<file path="config.mk">
export PLATFORM = sky130hd
export DESIGN_NAME = jtdd_pal_dma
export DESIGN_NICKNAME = d
export VERILOG_FILES = /design/src/rtl/jtdd_pal_dma.sv
export SDC_FILE = /design/constraint.sdc
export NUM_CORES = 1
export LEC_CHECK = 0
export ABC_AREA = 1
export BUFFER_PORTS_ARGS = -buffer_cell sky130_fd_sc_hd__buf_4
export CORE_UTILIZATION = 30
export CTS_BUF_LIST = sky130_fd_sc_hd__clkbuf_8
export CTS_CLUSTER_DIAMETER = 100
export CTS_CLUSTER_SIZE = 20
export DETAILED_ROUTE_END_ITERATION = 12
export SLEW_MARGIN = 30
export SYNTH_ARGS = -nofsm -noshare
export SYNTH_HDL_FRONTEND = slang
export SYNTH_SLANG_ARGS = --single-unit
</file>
<file path="constraint.sdc">
create_clock -name clk -period 1.2 [get_ports clk]
set_input_delay 0.12 -clock clk [delete_from_list [all_inputs] [get_ports clk]]
set_output_delay 0.12 -clock clk [all_outputs]
set_load 0.01 [all_outputs]
</file>
<file path="src/rtl/jtdd_pal_dma.sv">
// Palette DMA: copies PAL_LEN bytes from source memory into the colour-mixer palette port, one byte per WRITE/HOLD pair.
// Latency: source read latency + 3 cycles per byte; done pulses one cycle after the last HOLD.
// Backpressure: waits on mem_ok, pauses in WAITVB during active video or CPU access; CPU is stalled only during WRITE/HOLD.
module jtdd_pal_dma #(
    parameter int unsigned PAL_LEN      = 1024,
    parameter bit          ALLOW_ACTIVE = 1'b0
) (
    input  logic       clk,
    input  logic       rst,
    input  logic       start,
    input  logic       LVBL,
    output logic       mem_cs,
    output logic [9:0] mem_addr,
    input  logic       mem_ok,
    input  logic [7:0] mem_data,
    input  logic       cpu_pal_cs,
    input  logic [9:0] cpu_AB,
    input  logic [7:0] cpu_dout,
    output logic       cpu_wait,
    output logic       pal_cs,
    output logic [9:0] pal_AB,
    output logic [7:0] pal_din,
    output logic       busy,
    output logic       done
);
    typedef enum logic [2:0] {IDLE, FETCH, WAITVB, WRITE, HOLD} state_t;

    localparam logic [9:0] LAST = 10'(PAL_LEN - 1);

    state_t     state, state_nxt;
    logic [9:0] cnt, cnt_nxt, addr_nxt;
    logic [7:0] data, data_nxt;
    logic       pending, pending_nxt;
    logic       cs_nxt, busy_nxt, done_nxt;
    logic       dma_port;

    always_ff @(posedge clk) begin
        if (rst) begin
            state    <= IDLE;
            cnt      <= '0;
            data     <= '0;
            pending  <= 1'b0;
            mem_cs   <= 1'b0;
            mem_addr <= '0;
            busy     <= 1'b0;
            done     <= 1'b0;
        end else begin
            state    <= state_nxt;
            cnt      <= cnt_nxt;
            data     <= data_nxt;
            pending  <= pending_nxt;
            mem_cs   <= cs_nxt;
            mem_addr <= addr_nxt;
            busy     <= busy_nxt;
            done     <= done_nxt;
        end
    end

    always_comb begin
        state_nxt   = state;
        cnt_nxt     = cnt;
        addr_nxt    = mem_addr;
        data_nxt    = data;
        pending_nxt = pending;
        cs_nxt      = mem_cs;
        busy_nxt    = busy;
        done_nxt    = 1'b0;
        // A start outside IDLE (including the final HOLD) queues one more transfer
        if (state != IDLE && start) pending_nxt = 1'b1;
        case (state)
            IDLE: begin
                if (start || pending) begin
                    state_nxt   = FETCH;
                    cnt_nxt     = '0;
                    addr_nxt    = '0;
                    cs_nxt      = 1'b1;
                    busy_nxt    = 1'b1;
                    pending_nxt = 1'b0;
                end
            end
            FETCH: begin
                if (mem_ok) begin
                    data_nxt  = mem_data;
                    cs_nxt    = 1'b0;
                    state_nxt = WAITVB;
                end
            end
            WAITVB: begin
                if ((!LVBL || ALLOW_ACTIVE) && !cpu_pal_cs) state_nxt = WRITE;
            end
            WRITE: state_nxt = HOLD;
            HOLD: begin
                if (cnt == LAST) begin
                    state_nxt = IDLE;
                    busy_nxt  = 1'b0;
                    done_nxt  = 1'b1;
                end else begin
                    cnt_nxt   = cnt + 10'd1;
                    addr_nxt  = cnt + 10'd1;
                    cs_nxt    = 1'b1;
                    state_nxt = FETCH;
                end
            end
            default: state_nxt = IDLE;
        endcase
    end

    // The mixer latches its write enable a cycle late, so address/data stay owned by the DMA through HOLD
    assign dma_port = (state == WRITE) || (state == HOLD);
    assign pal_cs   = dma_port ? (state == WRITE) : cpu_pal_cs;
    assign pal_AB   = dma_port ? cnt  : cpu_AB;
    assign pal_din  = dma_port ? data : cpu_dout;
    assign cpu_wait = dma_port && cpu_pal_cs;

endmodule

</file>
== After elaboration in Yosys (flattened, before gate mapping) ==
Cells that the tools add are included.

* Bits of input ports: 32
* Output and inout bits: 33
* Word-level logic and storage cells: 57
* Bits in registers: 25

* Add/subtract/negate cells: 1
* Multiplexer cells: 21
* Bitwise operators: 1
* Reductions and logical operators: 17
* Eq/ne operators: 10

{| class="wikitable"
|+ Operator list
! kind !! number
|-
| $mux 10 || 3
|-
| $pmux 10 s2 || 1
|-
| $pmux 3 s5 || 1
|-
| $add 10x1->10 const B || 1
|-
| $eq 10x10->1 const B || 1
|-
| $mux 1 || 10
|-
| $ne 2x2->1 const B || 5
|-
| $mux 3 || 3
|-
| $reduce_and 3->1 || 3
|-
| $mux 8 || 1
|-
| $eq 3x2->1 const B || 2
|-
| $reduce_bool 3->1 || 2
|-
| $reduce_and 4->1 || 1
|-
| $eq 3x1->1 const B || 1
|-
| $eq 3x3->1 const B || 1
|-
| $logic_and 1x1->1 || 3
|-
| $logic_not 3->1 || 1
|-
| $pmux 1 s3 || 1
|-
| $logic_not 1->1 || 2
|-
| $logic_or 1x1->1 || 2
|-
| $pmux 1 s2 || 1
|-
| $reduce_and 2->1 || 1
|-
| $reduce_bool 2->1 || 1
|-
| $reduce_or 2->1 || 1
|-
| $not 1->1 || 1
|}

== Depth between registers and ports, before layout ==
Gate-level depths: netlist (run 1).

* Depth in word-level cells: 5
* Gate-level depth with buffers: 10
* Gate-level depth less buffers: 10

== Worst setup path before layout (run 1) ==
OpenSTA, ideal clock, no wires.

* Path kind: register to register
* From: register cnt[1]
* To: register cnt[1]
* Period minus slack after synthesis: 1387 ps
* Required time: 1086 ps
* Arrival time: 1273 ps
* Buffers on the path: 0
* Path slack: -187 ps
* Stages on the path, launching flop included: 11
* Setup time: 114 ps
* Cell sequence: dfxtp_1 > ha_1 > nand2_2 > nor2_4 > nand3_2 > nand2_2 > nand2_4 > nand2_8 > nand2_1 > nand2_1 > nor2_1

* Cells in the longest elaborated chain, start to end: 3
* Elaborated cells between the ends (all ways): 6
* Those cells by class: add/sub (1); eq/ne (2); mux (2); reduce/logical (1)

{| class="wikitable"
|+ RTL lines
! what !! RTL line !! RTL
|-
| start: declaration || 31 || <nowiki>logic [9:0] cnt, cnt_nxt, addr_nxt;</nowiki>
|-
| start signal: assignment || 49 || <nowiki>cnt <= cnt_nxt;</nowiki>
|-
| $add 10x1->10 or $eq 10x10->1 (tied branches) || 98, 93 ||
|-
| $mux 10 or $ne 2x2->1 (tied branches) || n/a ||
|-
| $pmux 10 s2 or $reduce_and 3->1 (tied branches) || n/a ||
|}

Several ways; a longest one is shown, not always the timed one. The select of a mux whose other input is x is not followed.
A chain may end at the register's enable or synchronous reset.

== Final worst setup path (run 1) ==
* From: register state[0]
* To: output port pal_AB[8]

* Cells in the longest elaborated chain, start to end: 3
* Elaborated cells between the ends (all ways): 4
* Those cells by class: eq/ne (2); mux (1); reduce/logical (1)

{| class="wikitable"
|+ RTL lines
! what !! RTL line !! RTL
|-
| start: declaration || 30 || <nowiki>state_t state, state_nxt;</nowiki>
|-
| start signal: assignment || 48 || <nowiki>state <= state_nxt;</nowiki>
|-
| $eq 3x2->1 or $eq 3x3->1 (tied branches) || 109 || <nowiki>assign dma_port = (state == WRITE) || (state == HOLD);</nowiki>
|-
| $logic_or 1x1->1 * || 109 ||
|-
| $mux 10 * || 111 || <nowiki>assign pal_AB = dma_port ? cnt : cpu_AB;</nowiki>
|-
| end: declaration || 21 || <nowiki>output logic [9:0] pal_AB,</nowiki>
|}

Mark *: on every way between the ends. The rest lies on a longest branch, timed or not.

==> results_dict.tcl, run 1 <==
set metrics [dict create \
    outcome "finished, violations left" \
    violations "negative setup slack" \
    grt_max_degree 18 \
    period_share_pct 131 \
    placementRows 25 \
    setup_viol 44 \
    cts_tree "built" \
    synth-xor-area-share_pct 0 \
    die_w_um 72.2 \
    io_pins 65 \
    synth_top_family_by_area "simple AND/OR/NAND/NOR gates" \
    vias 1902 \
    finalInstanceArea_sq_mm 0.00301 \
    fin_ws_ns -0.373 \
    numCtsBuffers 3 \
    finClkSkew_ns 0.00281 \
    seq_power_share_pct 27.3 \
    p_int_mw 2.30 \
    nNetsFinal 379 \
    placed_cell_area_sq_mm 0.00247 \
    diodes 0 \
    grt.met2_usage_pct 37.5 \
    cap_violations 0 \
    synthCells 226 \
    critPathKind "reg -> out" \
    die_h_um 72.2 \
    synth-seq-cells 25 \
    syn-num-nets 259 \
    clkLatencyLatePin_ns 0.27 \
    cp_max_fo 7 \
    crit_path_end_kind "output pin" \
    via_per_inst 4.62 \
    grt_pass1_wl_um 8120 \
    leakage_nw 1.36 \
    pwr-share-clk_pct 14.0 \
    firstDrtPassIters 4 \
    cp.arrival_ns 1.45 \
    rsz0062_at_grt "yes" \
    finalWirelength_um 5330 \
    crit_required_ns 1.08 \
    period_minus_slack_ns 1.57 \
    cts_sinks 25 \
    worstMarginPinSlew_ns 0.312 \
    ir_drop_v 0.000617 \
    synth_seq_area_share_pct 33.8 \
    drc 0 \
    clk_pin_slew_ns 0.10 \
    place_congestion 0.814 \
    post-dp-hpwl_um 3390 \
    grt_use_met1_pct 23.6 \
    core-area_sq_mm 0.00472 \
    syn_area_sq_mm 0.00148 \
    ys_warn_count 0 \
    cts_hold_buffers 0 \
    grt_usage_pct 19.7 \
    area_growth_pct 103 \
    avgSynthCellArea_sq_um 6.55 \
    overflow 0 \
    power_density_mw_per_mm2 1270 \
    busiest_layer "met2" \
    synth-simple-area-share_pct 34.7 \
    fin_setup_tns_ns -13.20 \
    min_path_type "in -> reg" \
    cts_root_buffer "clkbuf_8" \
    p_comb_share_pct 58.7 \
    max_slew_margin_pct 79.1 \
    grt_pass1_vias 1834 \
    synth_compound_area_share_pct 19.1 \
    muxShareOfSynthArea_pct 0 \
    netSwitchingPower_mw 1.51 \
    drv_slew 0 \
    hold_viol_final 0 \
    drive_gt1_share_pct 65.8 \
    yosysUniqueCellTypes 25 \
    dr.first_iter.drc_count 89 \
    dieArea_sq_mm 0.00522 \
    synthAdderAreaFrac_pct 0.845 \
    antenna_found_initial 0 \
    wl_per_cell_um 12.9 \
    htreeDepth 1 \
    switching_share_pct 39.7 \
    cts_buffer_depth 2 \
    portBuffers 64 \
    drtAntennaViolNets 0 \
    max_freq_ghz 0.636 \
    initial_core_util_pct 31.3 \
    grtUsageMet3_pct 2.22 \
    cp-start-kind "flip-flop" \
]
[power groups by stage]
stage / combinational (mW) / clock, mW / sequential [mW]
2_1_floorplan: 0.761 / 0 / 1.08
3_3_place_gp: 1.50 / 0 / 1.04
3_5_place_dp: 1.51 / 0 / 1.05
4_1_cts: 1.98 / 0.548 / 1.03
5_1_grt: 2.39 / 0.591 / 1.06
6_report: 2.24 / 0.535 / 1.04
[cell families (layout without fill, tap and decap cells)]
| group | after synthesis | count (layout) |
|---|---|---|
| AOI/OAI and AO/OA | 51 | 51 |
| adders and majority gates | 1 | 1 |
| DFF | 25 | 25 |
| buffers and inverters | 39 | 157 |
| and+or+nand+nor | 110 | 111 |
[cells in the mapped netlist (all sizes together)]
cell	instances	area [sq um]
a211oi	1	7.51
a21oi	17	104
a31oi	1	6.26
buf	7	45.0
dfxtp	25	500
ha	1	12.5
inv	32	125
nand2	63	278
nand3	15	80.1
nand3b	1	7.51
nand4	3	18.8
nor2	28	130
o211ai	2	15.0
o21ai	30	150
[final timing paths]
path	startpoint	to	slack [ns]	cells after the start
worst min-delay path	rst	cnt[3]	0.12	2
worst max-delay path	state[0]	pal_AB[8]	-0.37	10
worst max register to register	state[1]	cnt[9]	-0.35	11
worst min register to register	mem_cs	mem_cs	0.47	2
[layer usage]
layer	wire length, um	share of wire [%]	up-vias
li1	-	-	969
met4	27	0.51	0
met2	2820	53	53
met1	2260	42	878
met5	0	0	-
met3	224	4.2	2
[state kept, by name, indices dropped and copies added, names as in the netlist]
register	cells
busy	1
cnt	10
data	8
done	1
mem_cs	1
pending	1
state	3
[layout make-up]
class	instances	area (sq um)
timing repair inverter	1	6.26
inverter	32	138
clock inverter	1	6.26
clock buffer	3	41.3
timing repair buffer	120	1020
tap	67	83.8
fill	406	1720
sequential	25	520
multi-input combinational	163	1190
[layout by cell type, fill, tap and decap left out, types with 5 or more instances in the layout]
master / instances
a21oi_1: 8
a21oi_2: 9
buf_4: 105
buf_6: 9
dfxtp_1: 17
inv_1: 25
nand2_1: 24
nand2_2: 21
nand2_4: 14
nand2_8: 5
nand3_1: 10
nor2_1: 16
nor2_2: 7
nor2_4: 5
o21ai_0: 11
o21ai_2: 18
[critical path, cell delays in order (launching register included)]
cell and delay (ns):
dfxtp_4 0.38, inv_4 0.06, nand2_4 0.05, nor2_4 0.09, inv_2 0.06, nand2_4 0.08, inv_8 0.07, buf_12 0.15
nand2_2 0.05, o21ai_2 0.05, buf_4 0.14
[timing repair]
| item | in CTS | in global routing |
|---|---|---|
| gates cloned | 4 | 0 |
| endpoints found under the hold margin | 0 | 0 |
| buffers inserted | 9 | 6 |
| resized for setup | 62 | 35 |
| setup endpoints to repair | 33 | 44 |
| pin swaps | 10 | 18 |
[stage by stage]
| step | setup slack [ns] | total power [mW] | instances | hold WS, ns | util (%) |
|---|---|---|---|---|---|
| 2_1_floorplan | -0.0524 | 1.84 | 226 | 0.272 | - |
| 3_3_place_gp | -0.125 | 2.54 | 393 | 0.394 | 52.3 |
| 3_5_place_dp | -0.136 | 2.56 | 393 | 0.392 | 52.3 |
| 4_1_cts | -0.381 | 3.56 | 410 | 0.0997 | 60.5 |
| 5_1_grt | -0.438 | 4.03 | 412 | 0.100 | 63.7 |
| 6_report | -0.373 | 3.81 | 412 | 0.117 | 63.7 |
No activity file was read; power rests on OpenSTA's default activity.
==> inputs of run 2 (changes only) <==
--- a/config.mk
+++ b/config.mk
@@ -7,6 +7,7 @@
 export LEC_CHECK = 0
 export ABC_AREA = 1
 export BUFFER_PORTS_ARGS = -buffer_cell sky130_fd_sc_hd__buf_4
+export CAP_MARGIN = 20
 export CORE_UTILIZATION = 30
 export CTS_BUF_LIST = sky130_fd_sc_hd__clkbuf_8
 export CTS_CLUSTER_DIAMETER = 100
@@ -16,3 +17,4 @@
 export SYNTH_ARGS = -nofsm -noshare
 export SYNTH_HDL_FRONTEND = slang
 export SYNTH_SLANG_ARGS = --single-unit
+export TNS_END_PERCENT = 20
==> constraint.sdc (replaced) <==
create_clock -name clk -period 1.2 [get_ports clk]
set_input_delay 0.12 -clock clk [delete_from_list [all_inputs] [get_ports clk]]
set_output_delay 0.12 -clock clk [all_outputs]
set_load 0.005 [all_outputs]
==> run 2 against run 1 <==
  * The run still ends with negative setup slack left
  * First-iteration DRC count shrank 56%
  * Non-clock buffer count shrank 7
  * Sequential cell count is the same
  * Largest cell class unchanged
==> results_dict.tcl, run 2 (synthesis gave the netlist of run 1 again) <==
set metrics [dict create \
    outcome "finished, violations left" \
    violations "negative setup slack" \
    cp_cell_sequence "inv_2, nand2_2, nor2_4, inv_2, nand2_4, inv_8, buf_12, nand2_1, o21ai_2, buf_4" \
    crit_required_ns 1.08 \
    period_minus_slack_ns 1.54 \
    max_freq_ghz 0.650 \
    stdcell_count 403 \
    cts_buffer_depth 2 \
    power_density_mw_per_mm2 1180 \
    cpMostUsedCell "inv_2" \
    wl_per_cell_um 11.2 \
    antenna_found_initial 0 \
    cp_max_fo 13 \
    cp_num_buf_inv 5 \
    cts_root_buffer "clkbuf_8" \
    worstMarginPinSlew_ns 0.228 \
    regMostFlops "cnt" \
    ir_drop_v 0.000599 \
    area_growth_pct 78.5 \
    finClkSkew_ns 0.00645 \
    max_slew_margin_pct 84.7 \
    finalWirelength_um 4520 \
    hold_ws_ns 0.103 \
    drtAntennaViolNets 0 \
    placementRows 25 \
    final_cell_mix "106 x buf_4, 38 x nand2_1, 25 x inv_1, 21 x nand2_2, 21 x nor2_1" \
    die_w_um 72.2 \
    grt_usage_pct 17.7 \
    nNetsFinal 370 \
    drive_gt1_share_pct 54.5 \
    core-area_sq_mm 0.00472 \
    dp.cells 394 \
    crit_path_end_kind "output pin" \
    layout_commonest_cell "buf_4" \
    total_power_mw 3.11 \
    fin_setup_tns_ns -6.92 \
    cap_violations 0 \
    cp.arrival_ns 1.42 \
    place_congestion 0.905 \
    diodes 0 \
    rsz0062_at_grt "yes" \
    grt_pass1_vias 1636 \
    numCtsBuffers 3 \
    grt_max_degree 18 \
    dr.first_iter.drc_count 39 \
    hold_viol_final 0 \
    drv_slew 0 \
    reg.largest.list "cnt x10, data x8, state x3" \
    cts_hold_buffers 0 \
    worst_path_largest_cell_delay_ns 0.35 \
    htreeDepth 1 \
    setup_viol 32 \
    cp_top_family "buffers and inverters" \
    leakage_nw 1.25 \
    grt_pass1_wl_um 7290 \
    fin_ws_ns -0.338 \
    initial_core_util_pct 31.3 \
    cp-start-kind "flip-flop" \
    portBuffers 64 \
    period_share_pct 128 \
    cts_tree "built" \
    drc 0 \
    critical_path.slowest_cell "dfxtp_2" \
    post-dp-hpwl_um 3500 \
    critPathKind "reg -> out" \
    die_h_um 72.2 \
    vias 1786 \
    overflow 0 \
    largest_register_ffs 10 \
    clk_pin_slew_ns 0.10 \
    clkLatencyLatePin_ns 0.27 \
    io_pins 65 \
    via_per_inst 4.43 \
    firstDrtPassIters 4 \
    place_ws_ns -0.127 \
    dieArea_sq_mm 0.00522 \
    cts_sinks 25 \
    min_path_type "in -> reg" \
]
-- run 2: tightest hold or removal path: cells and delay by family --
| family | cells | cell delay, ns |
|---|---|---|
| AOI/OAI and AO/OA | 2 | 0.15 |
| buffers and inverters | 1 | 0.07 |
-- run 2: what timing repair did --
item	CTS	global route
pin swaps	7	4
gates resized for setup	55	11
cloned	1	0
buffers inserted	3	1
endpoints found under the setup margin	42	43
-- run 2: cell type report --
cell class                 count  area (sq um)
clock buffer                   3          41.3
fill                         485          2080
clock inverter                 1          7.51
timing repair buffer         113           917
inverter                      32           130
multi-input combinational    162           951
tap                           67          83.8
sequential                    25           512
-- run 2: metal layers --
metal	GRT usage (%)	vias up	share of wire [%]	wire, um
met2	29.3	53	47	2140
li1	-	947	-	-
met4	3.49	0	0.18	8
met1	24.2	784	47	2110
met5	0	-	0	0
met3	3.19	2	5.7	258
-- run 2: where the power goes --
| part | internal (mW) | switching, mW | total, mW |
|---|---|---|---|
| combinational | 0.788 | 0.776 | 1.56 |
| sequential | 0.958 | 0.0642 | 1.02 |
| clock | 0.235 | 0.288 | 0.523 |
| total | 1.98 | 1.13 | 3.11 |
-- run 2: path summary, 6_finish.rpt --
kind,slack [ns],start,cells after the start,endpoint
setup / recovery,-0.34,state[1],10,pal_din[1]
hold / removal,0.10,mem_data[6],3,data[6]
setup reg to reg,-0.09,cnt[0],10,cnt[1]
hold reg to reg,0.46,mem_cs,2,mem_cs
-- run 2: through the flow --
stage	utilization [%]	area, sq um
floorplan	-	1510
detailed placement	50.6	2390
global placement	50.6	2390
finish	55.9	2640
CTS	55.4	2620
global route	55.9	2640
